===== src/rtl/clock_pkg.sv =====
// Shared constants for time-of-day counter stages: mode codes and stage sizes.
// Latency: none, constants and a pure decode function only.
// Backpressure: not applicable.
package clock_pkg;

  // Mode codes carried on the 3-bit hold input
  localparam logic [2:0] HOLD_RUN        = 3'b000;
  localparam logic [2:0] HOLD_CLEAR_MASK = 3'b001;
  localparam logic [2:0] HOLD_ADJ        = 3'b010;

  // Default stage geometries for a 24-hour clock
  localparam int SEC_WIDTH   = 6;
  localparam int SEC_MODULUS = 60;
  localparam int MIN_WIDTH   = 6;
  localparam int MIN_MODULUS = 60;
  localparam int HR_WIDTH    = 5;
  localparam int HR_MODULUS  = 24;

  typedef enum logic [1:0] {
    MODE_RUN    = 2'd0,
    MODE_CLEAR  = 2'd1,
    MODE_ADJUST = 2'd2
  } mode_e;

  // Clear wins over adjust whenever bit0 is set; any other nonzero code adjusts
  function automatic mode_e decode_mode(input logic [2:0] hold);
    mode_e m;
    m = MODE_RUN;
    if ((hold & HOLD_CLEAR_MASK) != 3'b000) begin
      m = MODE_CLEAR;
    end else if (hold != HOLD_RUN) begin
      m = MODE_ADJUST;
    end
    return m;
  endfunction

endpackage


===== src/rtl/edge_detect.sv =====
// Rising-edge detector against a registered copy of the input.
// Latency: pulse is combinational in the cycle the input first reads high.
// Backpressure: none; the history register updates every cycle.
module edge_detect (
  input  logic clk,
  input  logic rst_n,
  input  logic in,
  output logic pulse
);

  logic in_q;
  logic in_d;

  // History always follows the input, regardless of what the consumer is doing
  always_comb begin
    in_d = in;
  end

  // History register, cleared by synchronous reset
  always_ff @(posedge clk) begin
    if (!rst_n) begin
      in_q <= 1'b0;
    end else begin
      in_q <= in_d;
    end
  end

  assign pulse = in & ~in_q;

endmodule


===== src/rtl/mod_counter.sv =====
// Cascadable modulo-N up/down counter with clear, load and button adjust.
// Latency: one clk from any qualifying input to count/carry_out.
// Backpressure: none; tick & carry_in act as the count enable.
module mod_counter
  import clock_pkg::*;
#(
  parameter int WIDTH   = 6,
  parameter int MODULUS = 60
) (
  input  logic             clk,
  input  logic             rst_n,
  input  logic             tick,
  input  logic             carry_in,
  input  logic             down,
  input  logic [2:0]       hold,
  input  logic             adj,
  input  logic             load,
  input  logic [WIDTH-1:0] load_val,
  output logic [WIDTH-1:0] count,
  output logic             carry_out
);

  // One extra bit so MODULUS itself and count+1 are representable when MODULUS = 2**WIDTH
  localparam logic [WIDTH:0] MOD_W = (WIDTH+1)'(MODULUS);
  localparam logic [WIDTH:0] ONE_W = (WIDTH+1)'(1);

  logic [WIDTH-1:0] count_q, count_d;
  logic             carry_q, carry_d;
  logic             adj_pulse;
  mode_e            mode;
  logic [WIDTH:0]   cnt_ext;
  logic [WIDTH:0]   lv_ext;
  logic [WIDTH:0]   step_val;
  logic             step_wrap;

  edge_detect u_adj_edge (
    .clk   (clk),
    .rst_n (rst_n),
    .in    (adj),
    .pulse (adj_pulse)
  );

  // Decode the hold code into an operating mode
  always_comb begin
    mode = decode_mode(hold);
  end

  // One step in the current direction, wrapping inside 0..MODULUS-1
  always_comb begin
    cnt_ext   = {1'b0, count_q};
    step_val  = cnt_ext;
    step_wrap = 1'b0;
    if (down) begin
      if (cnt_ext == '0) begin
        step_val  = MOD_W - ONE_W;
        step_wrap = 1'b1;
      end else begin
        step_val  = cnt_ext - ONE_W;
      end
    end else begin
      if (cnt_ext + ONE_W >= MOD_W) begin
        step_val  = '0;
        step_wrap = 1'b1;
      end else begin
        step_val  = cnt_ext + ONE_W;
      end
    end
  end

  // Next-state selection: clear > load > adjust > run; carry only on a run-mode wrap
  always_comb begin
    count_d = count_q;
    carry_d = 1'b0;
    lv_ext  = {1'b0, load_val};
    if (mode == MODE_CLEAR) begin
      count_d = '0;
    end else if (load) begin
      count_d = (lv_ext < MOD_W) ? load_val : '0;
    end else if (mode == MODE_ADJUST) begin
      if (adj_pulse) begin
        count_d = step_val[WIDTH-1:0];
      end
    end else if (tick && carry_in) begin
      count_d = step_val[WIDTH-1:0];
      carry_d = step_wrap;
    end
  end

  // State registers; reset overrides every mode and aborts any pending carry
  always_ff @(posedge clk) begin
    if (!rst_n) begin
      count_q <= '0;
      carry_q <= 1'b0;
    end else begin
      count_q <= count_d;
      carry_q <= carry_d;
    end
  end

  assign count     = count_q;
  assign carry_out = carry_q;

endmodule


===== config.mk =====
export PLATFORM = sky130hd
export DESIGN_NAME = mod_counter
export DESIGN_NICKNAME = d
export VERILOG_FILES = /design/src/rtl/clock_pkg.sv /design/src/rtl/edge_detect.sv /design/src/rtl/mod_counter.sv
export SDC_FILE = /design/constraint.sdc
export NUM_CORES = 1
export LEC_CHECK = 0
export ABC_AREA = 0
export BUFFER_PORTS_ARGS = -buffer_cell sky130_fd_sc_hd__buf_2
export CAP_MARGIN = 5
export CORE_ASPECT_RATIO = 0.8
export CORE_UTILIZATION = 35
export DETAILED_ROUTE_END_ITERATION = 8
export HOLD_SLACK_MARGIN = 0.15
export PLACE_DENSITY_LB_ADDON = 0.25
export SYNTH_ARGS = -nofsm -noshare
export SYNTH_HDL_FRONTEND = slang
export SYNTH_SLANG_ARGS = --single-unit
export TNS_END_PERCENT = 30

===== constraint.sdc =====
create_clock -name clk -period 4.6 [get_ports clk]
set_clock_uncertainty 0.05 [all_clocks]
set_input_delay 0.69 -clock clk [delete_from_list [all_inputs] [get_ports clk]]
set_output_delay 0.69 -clock clk [all_outputs]
set_load 0.005 [all_outputs]

=== Word level (Yosys, flattened, before mapping) ===
Cells that the tools add are included.

* Register bits after elaboration: 8
* Input port bits: 16
* Output and inout bits: 7
* Logic and storage cells: 34

* $add $sub $neg: 2
* Magnitude comparators: 2
* Equal/unequal tests: 3
* Muxes and demuxes: 13
* Bitwise gates (word level): 4
* Reductions and logical operators: 7

{| class="wikitable"
|+ Operator list
! cell !! number
|-
| 2-to-1 mux 6 bit || 8
|-
| adder 6 x 1 -> 7 bit (second input constant) || 1
|-
| greater-or-equal comparator 7 x 6 -> 1 bit (second input constant) || 1
|-
| zero test 6 bit || 1
|-
| < comparator 6 bit (second input constant) || 1
|-
| nonzero test 3 bit || 2
|-
| subtractor 6 x 1 -> 6 bit (second input constant) || 1
|-
| OR reduction 5 bit || 1
|-
| 2-to-1 mux 2 bit || 2
|-
| 2-to-1 mux 1 bit || 3
|-
| != test 3 bit (second input constant) || 1
|-
| NOT 1 bit || 3
|-
| == test 2 x 1 -> 1 bit (second input constant) || 1
|-
| == test 2 bit (second input constant) || 1
|-
| AND reduction 2 bit || 1
|-
| OR reduction 2 bit || 1
|-
| bitwise AND 1 bit || 1
|-
| logical AND 1 bit || 1
|}

=== Longest topological paths before layout ===
* Word-level depth: 7
* Mapped depth: 8
* Gate-level depth less buffers: 7

=== Cells and area by module ===
Synthesis repeated with hierarchy kept, for this count alone.

* Cell total of the unflattened synthesis: 106
* Area, all modules: 877.1 sq um

{| class="wikitable"
|+ Modules (own cells, without submodules)
! module !! times used !! cells an instance !! area an instance (sq um) !! seq. area each (sq um)
|-
| mod_counter || 1 || 103 || 837.1 || 140.1
|-
| edge_detect || 1 || 3 || 40.0 || 20.0
|}

=== Least setup slack after synthesis ===
Ideal clock, no wire load.

* Path type: input-to-reg
* Start: input port hold[0]
* End: register count_q[1] (netlist: count[1])
* Arrival: 1.751 ns
* Data required time: 4.476 ns
* Setup slack: 2.725 ns
* Stages: 6
* Path buffers: 1
* Path through: o21bai_2 mux2i_1 or2_1 buf_6 a211o_1 a31oi_1

* Cells in the longest elaborated chain, start to end: 6
* Elaborated cells on any way between the ends: 11

{| class="wikitable"
|+ Ends and longest elaborated chain
! item !! RTL line !! source
|-
| from (decl) || mod_counter.sv:15 || <nowiki>input logic [2:0] hold,</nowiki>
|-
| nonzero test 3 bit || clock_pkg.sv:31 || <nowiki>end else if (hold != HOLD_RUN) begin</nowiki>
|-
| 2-to-1 mux 2 bit || clock_pkg.sv:31 ||
|-
| 2-to-1 mux 2 bit * || clock_pkg.sv:29 || <nowiki>if ((hold & HOLD_CLEAR_MASK) != 3'b000) begin</nowiki>
|-
| == test 2 bit || mod_counter.sv:79 || <nowiki>end else if (mode == MODE_ADJUST) begin</nowiki>
|-
| != test 3 bit (no line) (tied with other cells) || n/a ||
|-
| AND reduction 2 bit (no line) or 2-to-1 mux 6 bit (tied branches) || n/a ||
|-
| to (signal assigned) || mod_counter.sv:95 || <nowiki>count_q <= count_d;</nowiki>
|-
| to (decl) || mod_counter.sv:27 || <nowiki>logic [WIDTH-1:0] count_q, count_d;</nowiki>
|}

Mark *: on every way between the ends. The rest lies on a longest branch, timed or not.
A chain may end at the register's enable or synchronous reset.

=== Worst setup path after layout ===
* Start: register count_q[3] (netlist: count[3])
* End: register count_q[3] (netlist: count[3])

* Cells in the longest elaborated chain, start to end: 7
* Elaborated cells on any way between the ends: 11

{| class="wikitable"
|+ Ends and longest elaborated chain
! item !! RTL line !! source
|-
| adder 6 x 1 -> 7 bit || mod_counter.sv:65 || <nowiki>step_val = cnt_ext + ONE_W;</nowiki>
|-
| greater-or-equal comparator 7 x 6 -> 1 bit || mod_counter.sv:61 || <nowiki>if (cnt_ext + ONE_W >= MOD_W) begin</nowiki>
|-
| 2-to-1 mux 6 bit || mod_counter.sv:61 ||
|-
| 2-to-1 mux 6 bit * || mod_counter.sv:53 || <nowiki>if (down) begin</nowiki>
|-
| 2-to-1 mux 6 bit (on tied branches) || mod_counter.sv:83, mod_counter.sv:80 ||
|-
| 2-to-1 mux 6 bit * || mod_counter.sv:79 ||
|-
| 2-to-1 mux 6 bit * || mod_counter.sv:77 || <nowiki>end else if (load) begin</nowiki>
|}

Mark *: on every way between the ends. The rest lies on a longest branch, timed or not. The select of a mux whose other input is x is not followed.

==> results summary <==
The worst slack at placement is 2.49 ns. Counting buffers and inverters, the worst setup path is 5 cells deep. The CTS tree is built.

After clock tree synthesis, the repair step resized 0 gates. The instance count along the most critical hold path is 2. Setup slack on the worst reg-to-reg path comes out at approximately 2.5 ns.

The footprint of the multi-input gates is 636 µm². The overall die area came out at roughly 2700 µm². The number of violations reported at the end of detailed-routing iteration 0 came out at 53. The count of antenna diodes in the layout came out at 0. The number of buffers and inverters on the critical path is 0.

The longest clock path from root to sink contains 2 buffers. The number of global-route vias before repair is about 840. The sequential share of the synthesized area came out at 18.6%. The final critical delay including setup and external delays is 2.12 ns. The total global routing overflow came out at 0. Among all stages on the critical path, the largest delay is contributed by sky130_fd_sc_hd__dfxtp_1. The first-pass iteration count of the detailed router came out at 6. The kind of capture point of the worst setup path is a flop. The number of post-CTS setup repair buffers came out at 0. For this run, the slowest stage of the critical path takes a little under 0.7 ns. The run finished, with violations left. The synthesized instance count came out at 118.

Summed over all failing endpoints, the final setup total negative slack is 0 ns. The unique cell type count in the Yosys netlist is 43. The number of max-slew violations in the final report is 0.

The overall global routing resource usage is 20.2%. The floorplan has 15 rows. The post-detailed-routing wire length came out at around 2.3 mm. The power density normalized to cell area is 202 nW/µm².

The hold buffer count at CTS is 0. The area of all placed cells without fillers came out at around 1000 µm². The horizontal extent of the die is 57.4 µm. The clock-pin slew reported for the worst setup and hold paths after clock tree synthesis came out at ~0.060 ns. The number of max-cap violations is 0. After synthesis, the share of flip-flops with an asynchronous set or reset is 0%. The netlist area before placement came out at about 860 µm².

The final hold violation count is 0. The pin count of the biggest net entering global routing is 18. The arrival time at the worst endpoint is about 2.2 ns. After detailed routing, the average wire length per cell comes to around 15 µm. The initial antenna violation count came out at 0. The via total after detailed routing is roughly 950.

Counting flops with a built-in enable in the synthesized netlist gives 0. The number of top-level pins came out at 23. The number of H-tree levels is 1. Yosys printed 0 warnings. The synthesis-to-finish area growth came out at 13.0%. The required time at the worst-slack endpoint is approximately 4.7 ns. The worst-case reg-to-reg path depth is 5. The sequential cells in the finished layout cover a total of 160 µm². The first global-routing pass estimated a little over 4 mm of wire. The dominant delay contributor by cell family on the critical path is flip-flops. The setup path with the least slack is of type flop to flop. The primary flip-flop cell chosen by synthesis mapping is sky130_fd_sc_hd__dfxtp_1. The number of antenna-violating nets in the routed design came out at 0. The largest driver fanout on the critical path is 14. The largest total area in the synthesized netlist belongs to sky130_fd_sc_hd__dfxtp_1.

Walking the worst path, the cells encountered are and4_1 -> mux2i_1 -> o22ai_2 -> a311oi_1 -> nor3_1. The number of buffers created by CTS is 3. The placed instance area came out at between 900 and 1000 µm². Summed over all nets, the half-perimeter wirelength after detailed placement is around 1.7 mm. The area share of the largest cell type after synthesis came out at between 10% and 20%. The standby leakage power came out at 0.390 nW. Setup repair after global routing left no endpoint under its margin.

The checks that failed: design-rule violations. The layout cell share with drive strength beyond 1 is 22.6%. At the pin with the least slew margin, the transition time is slightly below 0.6 ns. The number of sinks driven by the clock tree came out at 8.

The layout has between 200 and 300 filler cells. The post-synthesis register bit count is 8. The synthesized netlist net count came out at ~140. The average footprint of a synthesized cell came out at between 7 and 8 µm². The maximum vdd ir drop came out at about 110 µV. The total number of nets in the final design came out at 154. The initial standard-cell utilization of the core came out at between 30% and 40%. The placeable core area is between 2000 and 2500 µm². The tree is rooted in a sky130_fd_sc_hd__clkbuf_4. The sort of element at the start of the critical path is a flop. The final setup violation count is 0. For the worst-skew pair, the clock arrives at the later sink with an insertion delay of 0.26 ns. The worst pin sits at a relative slew slack of 60.6%. The worst path meets setup with ~2.5 ns of slack. The core occupancy in the finished layout came out at a little over two fifths. The number of port buffers is 22. For this run, design rule violations remaining after detail routing come to 1.

Hold is met by 0.602 ns. Sorting the synthesized cells by area gives the leading types as sky130_fd_sc_hd__dfxtp_1, sky130_fd_sc_hd__nand3_1, sky130_fd_sc_hd__nor2_1. The final weighted congestion in routability-driven placement is 0.904.

The tightest min-delay check is of the input port to flop type. The die is about 46 µm tall. In the routed layout, each cell is associated on average with a via count of about 6. The part of the cycle the worst path needs is between 40% and 50%. Based on the critical path, the design can be clocked at up to roughly 470 MHz.
through the flow:
step | total power, mW | instances
6_report | 0.196 | 158
5_1_grt | 0.210 | 158
4_1_cts | 0.196 | 158
3_5_place_dp | 0.142 | 155
3_3_place_gp | 0.141 | 155
2_1_floorplan | 0.124 | 118
cells in the mapped netlist (3+ instances only):
| cell type | n |
|---|---|
| sky130_fd_sc_hd__o21ai_0 | 4 |
| sky130_fd_sc_hd__a21oi_1 | 7 |
| sky130_fd_sc_hd__nor3_1 | 3 |
| sky130_fd_sc_hd__nand3_1 | 9 |
| sky130_fd_sc_hd__nand2b_1 | 7 |
| sky130_fd_sc_hd__nor2_1 | 12 |
| sky130_fd_sc_hd__o31ai_1 | 3 |
| sky130_fd_sc_hd__dfxtp_1 | 8 |
| sky130_fd_sc_hd__ha_1 | 3 |
| sky130_fd_sc_hd__o211ai_1 | 4 |
| sky130_fd_sc_hd__buf_2 | 6 |
| sky130_fd_sc_hd__inv_1 | 3 |
| sky130_fd_sc_hd__a31oi_1 | 3 |
| sky130_fd_sc_hd__nand2_1 | 9 |
registers in the layout (all words and copies together) (netlist names):
register	cells
count	6
carry_out	1
u_adj_edge.in_q	1
cell type report:
cell class                 instances  share of cell area (%)
clock buffer                       3                    2.32
inverter                           3                    1.16
multi-input combinational         97                    65.5
sequential                         8                    16.5
tap                               25                    3.22
timing repair buffer              22                    11.3
cell usage in the layout, fill, tap and decap left out, types with 3 or more instances in the layout:
master	n
sky130_fd_sc_hd__buf_2	22
sky130_fd_sc_hd__nor2_1	12
sky130_fd_sc_hd__nand2_1	9
sky130_fd_sc_hd__nand3_1	9
sky130_fd_sc_hd__dfxtp_1	8
sky130_fd_sc_hd__a21oi_1	7
sky130_fd_sc_hd__nand2b_1	7
sky130_fd_sc_hd__o211ai_1	4
sky130_fd_sc_hd__o21ai_0	4
sky130_fd_sc_hd__inv_1	3
sky130_fd_sc_hd__a31oi_1	3
sky130_fd_sc_hd__o31ai_1	3
sky130_fd_sc_hd__nor3_1	3
sky130_fd_sc_hd__ha_1	3
sky130_fd_sc_hd__clkbuf_4	3
path summary, 6_finish.rpt:
| check | startpoint | endpoint |
|---|---|---|
| max reg2reg | count[3]$_SDFFE_PP0P_ | count[3]$_SDFFE_PP0P_ |
| max | count[3]$_SDFFE_PP0P_ | count[3]$_SDFFE_PP0P_ |
| min reg2reg | count[0]$_SDFFE_PP0P_ | count[0]$_SDFFE_PP0P_ |
| min | adj | u_adj_edge.in_q$_SDFF_PN0_ |
kinds of logic after synthesis:
family | synth area share [%]
simple gates | 32.6
compound gates | 31.6
buf+inv | 7.42
flops | 18.6
xor+xnor | 3.06
fa+ha+maj | 4.37
mux | 2.33
power by group:
part | switching, mW | internal (mW)
Sequential | 0.00971 | 0.0725
Combinational | 0.0322 | 0.0271
Clock | 0.0246 | 0.0299
Total | 0.0665 | 0.130
per-layer routing:
metal  track usage (%)  vias up  part of all wire (%)
met5                 0        -                     0
li1                  -      474                     -
met2              31.2       47                    45
met3              3.93        4                   8.4
met1              28.4      424                    46
met4              6.34        0                  0.98
(Power assumes the default switching activity.)
